--- src/rtl/lc3_control.sv ---
// lc3_control: sequencing FSM for the LC-3 datapath.
// Runs fetch / decode / execute per instruction and drives every datapath
// select, load, bus tri-state enable and the memory request handshake.
// Optional feature: define LC3_CTRL_IND_EN to support LDI (1010) / STI (1011);
// without it those opcodes are treated as illegal.
// Ports:
//   clk, rst (async active-low)       clock / reset
//   IR[15:0], N, Z, P                 instruction and condition flags
//   mem_rdy / mem_en, mem_we          memory handshake
//   enaALU, enaMARM, enaPC, enaMDR    bus drivers (at most one high)
//   ldPC, ldIR, ldMAR, ldMDR          register loads
//   regWE, flagWE                     register file / flag writes
//   selEAB1, selEAB2, selPC, selMAR,
//   selMDR, aluControl                datapath selects
//   SR1, SR2, DR                      register file addresses
//   illegal_op                        one-cycle pulse on unsupported opcode
module lc3_control (
  input  logic        clk,
  input  logic        rst,
  input  logic [15:0] IR,
  input  logic        N,
  input  logic        Z,
  input  logic        P,
  input  logic        mem_rdy,
  output logic        mem_en,
  output logic        mem_we,
  output logic        enaALU,
  output logic        enaMARM,
  output logic        enaPC,
  output logic        enaMDR,
  output logic        ldPC,
  output logic        ldIR,
  output logic        ldMAR,
  output logic        ldMDR,
  output logic        regWE,
  output logic        flagWE,
  output logic        selEAB1,
  output logic [1:0]  selEAB2,
  output logic [1:0]  selPC,
  output logic        selMAR,
  output logic        selMDR,
  output logic [1:0]  aluControl,
  output logic [2:0]  SR1,
  output logic [2:0]  SR2,
  output logic [2:0]  DR,
  output logic        illegal_op
);

  typedef enum logic [3:0] {
    FETCH0, FETCH1, FETCH2, DECODE,
    EX_ALU, EX_BR, EX_JMP, EX_LEA,
    ADDR, MEM_RD, WB, ST_DATA, MEM_WR,
    IND_RD, IND_MAR
  } state_t;

  state_t      state;
  state_t      dispatch;
  state_t      addr_next;
  logic        legal;
  logic        ind_op;
  logic        br_taken;
  logic [3:0]  op;

  assign op       = IR[15:12];
  assign br_taken = (IR[11] & N) | (IR[10] & Z) | (IR[9] & P);

`ifdef LC3_CTRL_IND_EN
  assign ind_op = (op == 4'b1010) || (op == 4'b1011);
`else
  assign ind_op = 1'b0;
`endif

  // Store-class opcodes (ST/STR/STI) all have op[0]=1; loads have op[0]=0.
  assign addr_next = ind_op ? IND_RD : (op[0] ? ST_DATA : MEM_RD);

  always_comb begin
    dispatch = FETCH0;
    legal    = 1'b1;
    case (op)
      4'b0001, 4'b0101, 4'b1001:          dispatch = EX_ALU;
      4'b0000:                            dispatch = EX_BR;
      4'b1100:                            dispatch = EX_JMP;
      4'b1110:                            dispatch = EX_LEA;
      4'b0010, 4'b0110, 4'b0011, 4'b0111: dispatch = ADDR;
      4'b1010, 4'b1011: begin
        dispatch = ind_op ? ADDR : FETCH0;
        legal    = ind_op;
      end
      default:                            legal    = 1'b0;
    endcase
  end

  always_ff @(posedge clk or negedge rst) begin
    if (!rst) begin
      state <= FETCH0;
    end else begin
      case (state)
        FETCH0:  state <= FETCH1;
        FETCH1:  if (mem_rdy) state <= FETCH2;
        FETCH2:  state <= DECODE;
        DECODE:  state <= dispatch;
        ADDR:    state <= addr_next;
        MEM_RD:  if (mem_rdy) state <= WB;
        ST_DATA: state <= MEM_WR;
        MEM_WR:  if (mem_rdy) state <= FETCH0;
        IND_RD:  if (mem_rdy) state <= IND_MAR;
        IND_MAR: state <= op[0] ? ST_DATA : MEM_RD;
        default: state <= FETCH0;
      endcase
    end
  end

  // Outputs are a pure decode of state/IR/flags/mem_rdy, forced to zero
  // while reset is held so an in-flight access is dropped at once.
  always_comb begin
    mem_en = 1'b0; mem_we = 1'b0;
    enaALU = 1'b0; enaMARM = 1'b0; enaPC = 1'b0; enaMDR = 1'b0;
    ldPC = 1'b0; ldIR = 1'b0; ldMAR = 1'b0; ldMDR = 1'b0;
    regWE = 1'b0; flagWE = 1'b0;
    selEAB1 = 1'b0; selEAB2 = 2'b00; selPC = 2'b00;
    selMAR = 1'b0; selMDR = 1'b0; aluControl = 2'b00;
    SR1 = 3'd0; SR2 = 3'd0; DR = 3'd0;
    illegal_op = 1'b0;
    if (rst) begin
      SR1 = (state == ST_DATA) ? IR[11:9] : IR[8:6];
      SR2 = IR[2:0];
      DR  = IR[11:9];
      case (state)
        FETCH0: begin
          enaPC = 1'b1; ldMAR = 1'b1; ldPC = 1'b1;
        end
        FETCH1, MEM_RD, IND_RD: begin
          mem_en = 1'b1;
          if (mem_rdy) begin
            selMDR = 1'b1; ldMDR = 1'b1;
          end
        end
        FETCH2: begin
          enaMDR = 1'b1; ldIR = 1'b1;
        end
        DECODE: illegal_op = ~legal;
        EX_ALU: begin
          enaALU = 1'b1; regWE = 1'b1; flagWE = 1'b1;
          aluControl = (op == 4'b0001) ? 2'b00 :
                       (op == 4'b0101) ? 2'b01 : 2'b10;
        end
        EX_BR: if (br_taken) begin
          selEAB2 = 2'b10; selPC = 2'b01; ldPC = 1'b1;
        end
        EX_JMP: begin
          selEAB1 = 1'b1; selPC = 2'b01; ldPC = 1'b1;
        end
        EX_LEA: begin
          selEAB2 = 2'b10; enaMARM = 1'b1; regWE = 1'b1; flagWE = 1'b1;
        end
        ADDR: begin
          enaMARM = 1'b1; ldMAR = 1'b1;
          // Base+offset6 for LDR/STR (op[2]=1), PC+offset9 otherwise.
          selEAB1 = op[2];
          selEAB2 = op[2] ? 2'b01 : 2'b10;
        end
        WB: begin
          enaMDR = 1'b1; regWE = 1'b1; flagWE = 1'b1;
        end
        ST_DATA: begin
          aluControl = 2'b11; enaALU = 1'b1; ldMDR = 1'b1;
        end
        MEM_WR: begin
          mem_en = 1'b1; mem_we = 1'b1;
        end
        IND_MAR: begin
          enaMDR = 1'b1; ldMAR = 1'b1;
        end
        default: ;
      endcase
    end
  end

endmodule
--- config.mk ---
export PLATFORM = sky130hd
export DESIGN_NAME = lc3_control
export DESIGN_NICKNAME = d
export VERILOG_FILES = /design/src/rtl/lc3_control.sv
export SDC_FILE = /design/constraint.sdc
export NUM_CORES = 1
export LEC_CHECK = 0
export CORE_AREA = 8 8 58 60
export CTS_CLUSTER_SIZE = 28
export DETAILED_ROUTE_END_ITERATION = 12
export DIE_AREA = 0 0 66 68
export PLACE_DENSITY_LB_ADDON = 0.3
export SLEW_MARGIN = 15
export SYNTH_ARGS = -nofsm -noshare
export SYNTH_HDL_FRONTEND = slang
export SYNTH_SLANG_ARGS = --single-unit
--- constraint.sdc ---
create_clock -name clk -period 2.2 [get_ports clk]
set_clock_uncertainty 0.15 [all_clocks]
set_input_delay 0.44 -clock clk [delete_from_list [all_inputs] [get_ports clk]]
set_output_delay 0.44 -clock clk [all_outputs]
set_load 0.01 [all_outputs]
Yosys cells after proc, flatten, opt, wreduce, memory -nomap -nowiden
Index checks and enable logic that the tools add are counted.
- add/subtract/negate cells: 0
- multiply operators: 0
- div/mod/pow operators: 0
- order comparisons: 0
- equality and inequality tests: 27
- shift-type cells: 0
- muxes and demuxes: 53
- bitwise operators: 6
- reduce and logical (&&, ||, !) cells: 15
- operators by type and width (kind ; number):
    == test 4 bit (second input constant) ; 10
    one-hot mux 4 bit (9 select lines) ; 1
    two-way mux 1 bit ; 30
    == test 4 x 3 -> 1 bit (second input constant) ; 7
    one-hot mux 4 bit (5 select lines) ; 1
    == test 4 x 2 -> 1 bit (second input constant) ; 4
    two-way mux 4 bit ; 4
    OR reduction 3 bit ; 5
    two-way mux 2 bit ; 7
    two-way mux 3 bit ; 4
    OR reduction 10 bit ; 1
    == test 4 x 1 -> 1 bit (second input constant) ; 2
    zero test 4 bit ; 2
    inequality test 2 bit (second input constant) ; 4
    one-hot mux 1 bit (2 select lines) ; 4
    OR reduction 2 bit ; 4
    OR reduction 4 bit ; 2
    one-hot mux 2 bit (3 select lines) ; 1
    one-hot mux 2 bit (2 select lines) ; 1
    AND reduction 4 bit ; 1
    AND 1 bit ; 3
    OR 1 bit ; 2
    inverter 1 bit ; 1
- flip-flop bits (word level): 4
- latch bits: 0
- bits in writable memories: 0
- bits in read-only memories: 0
- input bits: 22
- logic and storage cells: 102
- memories: 0

Longest topological paths before layout
Gate-level depths: netlist of the first run.
- depth in word-level cells: 6
- gate-level depth with buffers: 5
- gate-level depth less buffers: 3

Least setup slack after synthesis of the first run
No wires, ideal clock.
- kind: reg2out
- start point: reg state[3]
- end point: out regWE
- data arrival time: 1243 ps
- required time: 1610 ps
- slack: 367 ps
- cell stages (with the launch flop): 6
- path buffers: 2
- cells stage by stage: dfrtp_1 -> buf_2 -> nor2b_1 -> and3_1 -> o21a_1 -> buf_4
- longest elaborated chain between the ends: 4
- elaborated cells on any way between the ends: 6
- classes of those cells: 3 x eq/ne; 2 x mux; 1 x reduce/logical
- ends and longest elaborated chain (element ; RTL line ; text):
    start: declaration ; 56 ; state_t state;
    start signal: assignment ; 101 ; DECODE: state <= dispatch;
    start signal: assignment ; 102 ; ADDR: state <= addr_next;
    start signal: assignment ; 107 ; IND_MAR: state <= op[0] ? ST_DATA : MEM_RD;
    == test 4 x 3 -> 1 bit or == test 4 bit (tied branches) ; - ;
    OR reduction 3 bit (no source line) * ; - ;
    two-way mux 1 bit * (2 in a row) ; - ;
    end: declaration ; 35 ; output logic regWE,
Every way passes the cells marked *; elsewhere a longest branch is shown, timed or not.

Worst setup path in the final report of the first run
- start point: reg state[1]
- end point: out ldMDR
- longest elaborated chain between the ends: 4
- elaborated cells on any way between the ends: 7
- classes of those cells: 4 x eq/ne; 2 x mux; 1 x reduce/logical
- ends and longest elaborated chain (element ; RTL line ; text):
    == test 4 x 1 -> 1 bit or == test 4 bit (tied branches) ; 128 ; case (state)
    OR reduction 3 bit ; - ;
    one-hot mux 1 bit (2 select lines) * ; 128 ;
    two-way mux 1 bit * ; 124 ; if (rst) begin
    end: declaration ; 34 ; output logic ldMDR,
Marks and branches as above.

==> metrics.md, run 1 <==
| Metric | Value |
|---|---|
| Top flop regs | `state x4` |
| Number of global-route vias before repair | `1216` |
| CP delay by family, top | `flip-flops` |
| Die area | `4490 sq um` |
| Main synth FF type | `dfrtp_1` |
| 1st-pass router iterations | `4` |
| CTS root buf | `clkbuf_4` |
| RSZ-0062 raised after global routing | `true` |
| Status | `completed` |
| CTS Buf Count | `3` |
| Post-synthesis register bit count | `4` |
| Buffer depth of the longest clock path | `2` |
| Number of flops mapped to enable cells by yosys | `0` |
| CTS tree | `done` |
| Cells taking the most area after synthesis | `dfrtp_1 (12%), nand2_1 (5.2%), and2_1 (5.1%)` |
| CP Class | `reg2out` |
| Clock latency on the worst-skew pair | `230 ps` |
| Final setup fails | `0` |
| H-tree depth | `1` |
| Psw | `0.000666 W` |
| Syn avg cell area | `6.99 sq um` |
| Synth Area in XOR/XNOR | `1.02%` |
| DIE WIDTH | `66 um` |
| Share of cells above drive strength 1 | `37.7%` |
| Crit. End Element | `output port` |
| Critical Path RT | `1610 ps` |
| Largest area contributor in the netlist | `dfrtp_1` |
| Fin. max-slew vios | `0` |
| Largest family of logic cells by synthesized area | `simple AND/OR/NAND/NOR gates` |
| CP max stage cell | `dfrtp_2` |
| Sw frac | `45.2%` |
| Dpl hpwl | `2620 um` |
| Sequential-to-total area share from yosys stat | `11.6%` |
| GP Congestion | `0.893` |
| Worst IR Drop VDD | `0.624 mV` |
| Crit Path Max Fanout | `14` |
| RR Startpoint | `state[1]$_DFFE_PN0P_` |
| Compound-Gate Fraction of Synth Area | `26.6%` |
| Final wirelength | `3530 um` |
| IO buf count | `47` |
| Area growth from synthesis to layout | `83.1%` |
| Ports | `53` |
| Via density per instance | `5.27` |
| PwrDens | `935 nW/um^2` |
| Synth top area share | `11.6%` |
| Synth cell types | `45` |
| R2R depth | `5` |
| Crit path cell chain | `buf_4, buf_8, nand2b_1, o22ai_1, and3_1, buf_2` |
| Power Internal | `0.000806 W` |
| R2R Setup Slk | `530 ps` |
| Async S/R FF share, synth | `100%` |
| Core area | `2570 sq um` |
| Logic gate share of total power | `80.7%` |
| Yosys warnings | `0` |
| GRT overflow | `0` |
| Die Ht | `68 um` |
| Diode count | `0` |
| Clock network power share | `6.1%` |
| Total number of vias | `1212` |
| DRT iter0 DRCs | `37` |
| Critical path buffers and inverters | `3` |
| CP peak stage delay | `450 ps` |
| Final Hold Fails | `0` |
| Clock transition at path regs | `40 ps` |
| Synth Instances | `123` |
| Hold WS | `278 ps` |
| Most flops, register | `state` |
| Mean routed wirelength per cell | `15.4 um` |
| Maximum number of pins on one net before global-route repair | `22` |
| Residual DRC count | `0` |
| Share of power burned in registers | `13.3%` |
| Proportion of synthesized area in mux cells | `4.66%` |
| Setup TNS | `0 ps` |
| Post-layout nets | `223` |
| Peak Freq | `0.465 GHz` |
| Minimum clock period | `2150 ps` |
| Reg2reg end | `state[1]$_DFFE_PN0P_` |
| Hold Path Class | `in2async` |
| Antenna violations before repair | `0` |
| Simple-gate share of the synthesized area | `43.5%` |
| Placed Area | `1530 sq um` |
| Clk sinks | `4` |
| Critical path startpoint category | `register` |
| WP data arrival | `1560 ps` |
| Post-synthesis adder-cell area fraction | `0%` |
| Post-DRT Antenna Nets | `0` |
| Cell Rows | `19` |
| Synthesized cell area | `860 sq um` |
| Max FFs per register | `4` |
| Initial Util | `33.5%` |
| Total GRT Usage | `14.6%` |
| Leak | `0.781 nW` |
| Final worst-path cycle share | `97.8%` |
| Global-route wire length before repair | `5380 um` |
| Finished Cell Area | `1570 sq um` |
| Max Cap Violations | `0` |
## worst register-to-register path: cells and delay by family (launching register included)
family          cells  cell delay, ps
flops               1             450
simple gates        1             160
compound gates      2             470
buf+inv             2             320
## cells in the final DEF, fill, tap and decap left out, drive strengths merged, types with 4 or more instances in the layout
master         netlist  routed
buf                 12      50
clkbuf               2      13
nand2               12      12
dlygate4sd2          0      12
nor2                 7       7
and2                 7       7
nor2b                7       7
clkdlybuf4s15        0       7
o21ai                6       6
clkdlybuf4s50        0       6
nand2b               6       6
nor3                 5       5
mux2i                4       4
dfrtp                4       4
a21boi               4       4
## power groups by stage
stage | Combinational, W | Clock, W | Sequential, W
after global routing | 0.00129 | 0.000102 | 0.000204
final | 0.00119 | 0.0000895 | 0.000195
after CTS | 0.00113 | 0.0000943 | 0.000186
after detailed placement | 0.00109 | 0 | 0.000178
after global placement | 0.00107 | 0 | 0.000179
after floorplan | 0.000633 | 0 | 0.000136
## worst max path at each step
stage                          from             to  slack, ps  cells past startpoint
6_report       state[1]$_DFFE_PN0P_          ldMDR         50                      6
2_1_floorplan  state[3]$_DFFE_PN0P_          regWE        370                      5
3_5_place_dp                 IR[10]     selEAB2[1]       -540                      6
3_3_place_gp                 IR[10]     selEAB2[1]       -520                      6
5_1_grt        state[1]$_DFFE_PN0P_  aluControl[1]        -20                      7
4_1_cts                      IR[10]     selEAB2[1]        -20                      6
## area by class of cell
| cell class | count | area [sq um] |
|---|---|---|
| tap | 31 | 38.8 |
| timing repair buffer | 86 | 696 |
| clock buffer | 3 | 22.5 |
| fill | 244 | 993 |
| sequential | 4 | 105 |
| multi-input combinational | 103 | 701 |
| inverter | 3 | 11.3 |
## timing repair
item | CTS | global route
gates cloned | 0 | 1
pin swaps | 4 | 6
setup endpoints to repair | 29 | 21
hold buffers | 0 | 0
hold endpoints to repair | 0 | 0
resized for setup | 91 | 32
buffers inserted | 4 | 2
## synth_stat cells, drive strengths merged, types with 3 or more instances
| library cell | number |
|---|---|
| o21ai | 6 |
| nand3 | 3 |
| a21boi | 4 |
| buf | 12 |
| mux2i | 4 |
| nor3 | 5 |
| nor2 | 7 |
| inv | 3 |
| nor2b | 7 |
| nand2b | 6 |
| and2 | 7 |
| nand2 | 12 |
| and3 | 3 |
| dfrtp | 4 |
| nor3b | 3 |
## cells by family after synthesis
kind of cell,count (synthesis)
compound gates,31
xor+xnor,1
buf+inv,17
other cells,1
flops,4
simple gates,65
mux,4
## per-layer routing
layer | track usage (%) | vias to the layer above | share of wire [%]
met5 | 0 | - | 0
met4 | 4.00 | 0 | 0.23
met3 | 3.11 | 2 | 6.1
met2 | 25.8 | 45 | 50
met1 | 17.5 | 563 | 44
li1 | - | 602 | -
## per-stage QoR
step,setup slack (ps),total power [W],std cells,utilization (%)
2_1_floorplan,367,0.000769,124,-
3_3_place_gp,-515,0.00124,220,59.7
3_5_place_dp,-539,0.00127,220,59.7
4_1_cts,-17.9,0.00141,227,61.0
5_1_grt,-24.1,0.00160,230,61.3
6_report,47.6,0.00147,230,61.3
No activity file was read; power rests on OpenSTA's default activity.
==> inputs of run 2 (changes only) <==
CORE_AREA = 8 8 46 75   (was 8 8 58 60)
DIE_AREA = 0 0 54 83   (was 0 0 66 68)
==> run 2 against run 1 <==
Worst setup slack got worse by 33 ps. Total power up 7.2%. Cell count is 2.2% lower. Clock-buffer cell count stayed put. Sequential power grew 4%. Critical endpoint is now illegal_op. Worst hold slack got worse by 96 ps. Final area up 5.2%. First-iteration DRC count rose by 11%. Non-clock buffer count stayed put. Clock power up 72%. Combinational power is essentially flat.
==> metrics.md, run 2 (synthesized netlist as in run 1, its figures left out) <==
| Metric | Value |
|---|---|
| Final setup fails | `0 (unchanged)` |
| Worst IR Drop VDD | `0.462 mV (was 0.624 mV)` |
| Peak Freq | `0.458 GHz (was 0.465 GHz)` |
| Max FFs per register | `4 (unchanged)` |
| Commonest cells after routing, fill and taps aside | `buf_4 (37), dlygate4sd2_1 (21), nand2_1 (12) (was buf_4 (33), nand2_1 (12), dlygate4sd2_1 (12), buf_2 (12), clkbuf_2 (9))` |
| Setup WS pre-CTS | `-585 ps (was -539 ps)` |
| Top flop regs | `state x4 (unchanged)` |
| Mean routed wirelength per cell | `16.8 um (was 15.4 um)` |
| Final Hold Fails | `0 (unchanged)` |
| RSZ-0062 raised after global routing | `true (unchanged)` |
| Dpl hpwl | `2830 um (was 2620 um)` |
| Buffer depth of the longest clock path | `2 (unchanged)` |
| Stages on worst setup path | `5 (was 6)` |
| Post-layout nets | `223 (unchanged)` |
| IO buf count | `47 (unchanged)` |
| Crit Path Max Fanout | `4 (was 14)` |
| Hold Path Class | `in2async (unchanged)` |
| # fillers | `225 (was 244)` |
| Non-Filler Instances | `225 (was 230)` |
| Total number of vias | `1252 (was 1212)` |
| Number of global-route vias before repair | `1344 (was 1216)` |
| Most flops, register | `state (unchanged)` |
| Die area | `4480 sq um (was 4490 sq um)` |
| Most common cell after layout, fill and taps aside | `buf_4 (unchanged)` |
| Cell Rows | `24 (was 19)` |
| Initial Util | `34.9% (was 33.5%)` |
| Final WS setup | `15.0 ps (was 47.6 ps)` |
| Global-route wire length before repair | `5990 um (was 5380 um)` |
| DR top layer | `met4 (unchanged)` |
| Final wirelength | `3770 um (was 3530 um)` |
| Core area | `2460 sq um (was 2570 sq um)` |
| R2R depth | `5 (unchanged)` |
| 1st-pass router iterations | `4 (unchanged)` |
| Final worst-path cycle share | `99.3% (was 97.8%)` |
| Leak | `0.794 nW (was 0.781 nW)` |
| Total GRT Usage | `16.1% (was 14.6%)` |
| GP Congestion | `0.870 (was 0.893)` |
| CP Class | `in2out (was reg2out)` |
| DIE WIDTH | `54 um (was 66 um)` |
| CTS tree | `done (unchanged)` |
| Via density per instance | `5.56 (was 5.27)` |
| Clock transition at path regs | `30 ps (was 40 ps)` |
| Crit. End Element | `output port (unchanged)` |
| Diode count | `0 (unchanged)` |
| CP delay by family, top | `buffers and inverters (was flip-flops)` |
| Met3 routed WL | `286 um (was 215 um)` |
| CTS root buf | `clkbuf_8 (was clkbuf_4)` |
| CTS Buf Count | `3 (unchanged)` |
| WP data arrival | `1590 ps (was 1560 ps)` |
| CP max stage cell | `or3b_1 (was dfrtp_2)` |
| Critical Path RT | `1610 ps (about the same)` |
| Die Ht | `83 um (was 68 um)` |
| Status | `completed (unchanged)` |
| Hold WS | `182 ps (was 278 ps)` |
| Area growth from synthesis to layout | `92.7% (was 83.1%)` |
| CP peak stage delay | `400 ps (was 450 ps)` |
| Clk sinks | `4 (unchanged)` |
| Crit path cell chain | `dlygate4sd2_1, or3b_1, a31oi_2, nor3_2, clkdlybuf4s15_2 (was buf_4, buf_8, nand2b_1, o22ai_1, and3_1, buf_2)` |
| Metal-1 WL | `1370 um (was 1540 um)` |
| Residual DRC count | `0 (unchanged)` |
| DRT iter0 DRCs | `41 (was 37)` |
| H-tree depth | `1 (unchanged)` |
| Critical path buffers and inverters | `2 (was 3)` |
| Minimum clock period | `2180 ps (was 2150 ps)` |
| Critical path startpoint category | `primary input (was register)` |
| GRT overflow | `0 (unchanged)` |
| Antenna violations before repair | `0 (unchanged)` |
| Fin. max-slew vios | `0 (unchanged)` |
| Setup TNS | `0 ps (unchanged)` |
| Share of cells above drive strength 1 | `36.2% (was 37.7%)` |
| Post-DRT Antenna Nets | `0 (unchanged)` |
| Max Cap Violations | `0 (unchanged)` |
| Maximum number of pins on one net before global-route repair | `28 (was 22)` |
| Met2 wire len | `2050 um (was 1760 um)` |
| Post-CTS Hold Buffers | `0 (unchanged)` |
| PwrDens | `952 nW/um^2 (was 935 nW/um^2)` |
| Ports | `53 (unchanged)` |
| Clock latency on the worst-skew pair | `210 ps (was 230 ps)` |
| Cell total after placement | `217 (was 220)` |
run 2: final timing paths:
kind                                      start              endpoint  slack (ps)
setup / recovery                         IR[13]            illegal_op          20
hold / removal                              rst  state[2]$_DFFE_PN0P_         180
setup reg to reg           state[3]$_DFFE_PN0P_  state[1]$_DFFE_PN0P_         580
hold reg to reg            state[2]$_DFFE_PN0P_  state[3]$_DFFE_PN0P_         620
max in group asynchronous                   rst  state[1]$_DFFE_PN0P_        1480
min in group clk           state[2]$_DFFE_PN0P_  state[3]$_DFFE_PN0P_         620
run 2: what timing repair did:
item | 4_1_cts | 5_1_grt
pin swaps | 4 | 4
gates resized for setup | 81 | 20
setup buffers | 4 | 0
setup endpoints to repair | 29 | 17
cloned | 0 | 1
run 2: through the flow:
step / total power [W] / instance area, sq um / util (%)
5_1_grt: 0.00169 / 1660 / 67.3
3_3_place_gp: 0.00129 / 1540 / 62.6
4_1_cts: 0.00152 / 1630 / 66.0
2_1_floorplan: 0.000769 / 863 / -
6_report: 0.00158 / 1660 / 67.3
3_5_place_dp: 0.00132 / 1540 / 62.6
run 2: worst reg2reg max path, stage by stage (launching register included):
cell and delay [ps]:
dfrtp_1 460, buf_4 210, inv_1 90, buf_4 150, a21o_1 150, a221oi_1 300
run 2: area by class of cell:
cell class | count | area, sq um | area share, %
multi-input combinational | 103 | 734 | 44.3
timing repair buffer | 86 | 733 | 44.3
sequential | 4 | 104 | 6.27
clock buffer | 3 | 41.3 | 2.49
tap | 26 | 32.5 | 1.96
inverter | 3 | 11.3 | 0.680
run 2: where the power goes:
group	leakage, nW	switching (W)	internal [W]
sequential	0.0467	0.0000892	0.000114
combinational	0.726	0.000576	0.000645
clock	0.0216	0.0000372	0.000117
total	0.794	0.000702	0.000876
run 2: routing by layer:
metal  global-route usage, %  up-vias
li1                        -      598
met1                    17.0      596
met2                    28.1       51
met3                    4.64        7
met4                    5.63        0
met5                       0        -
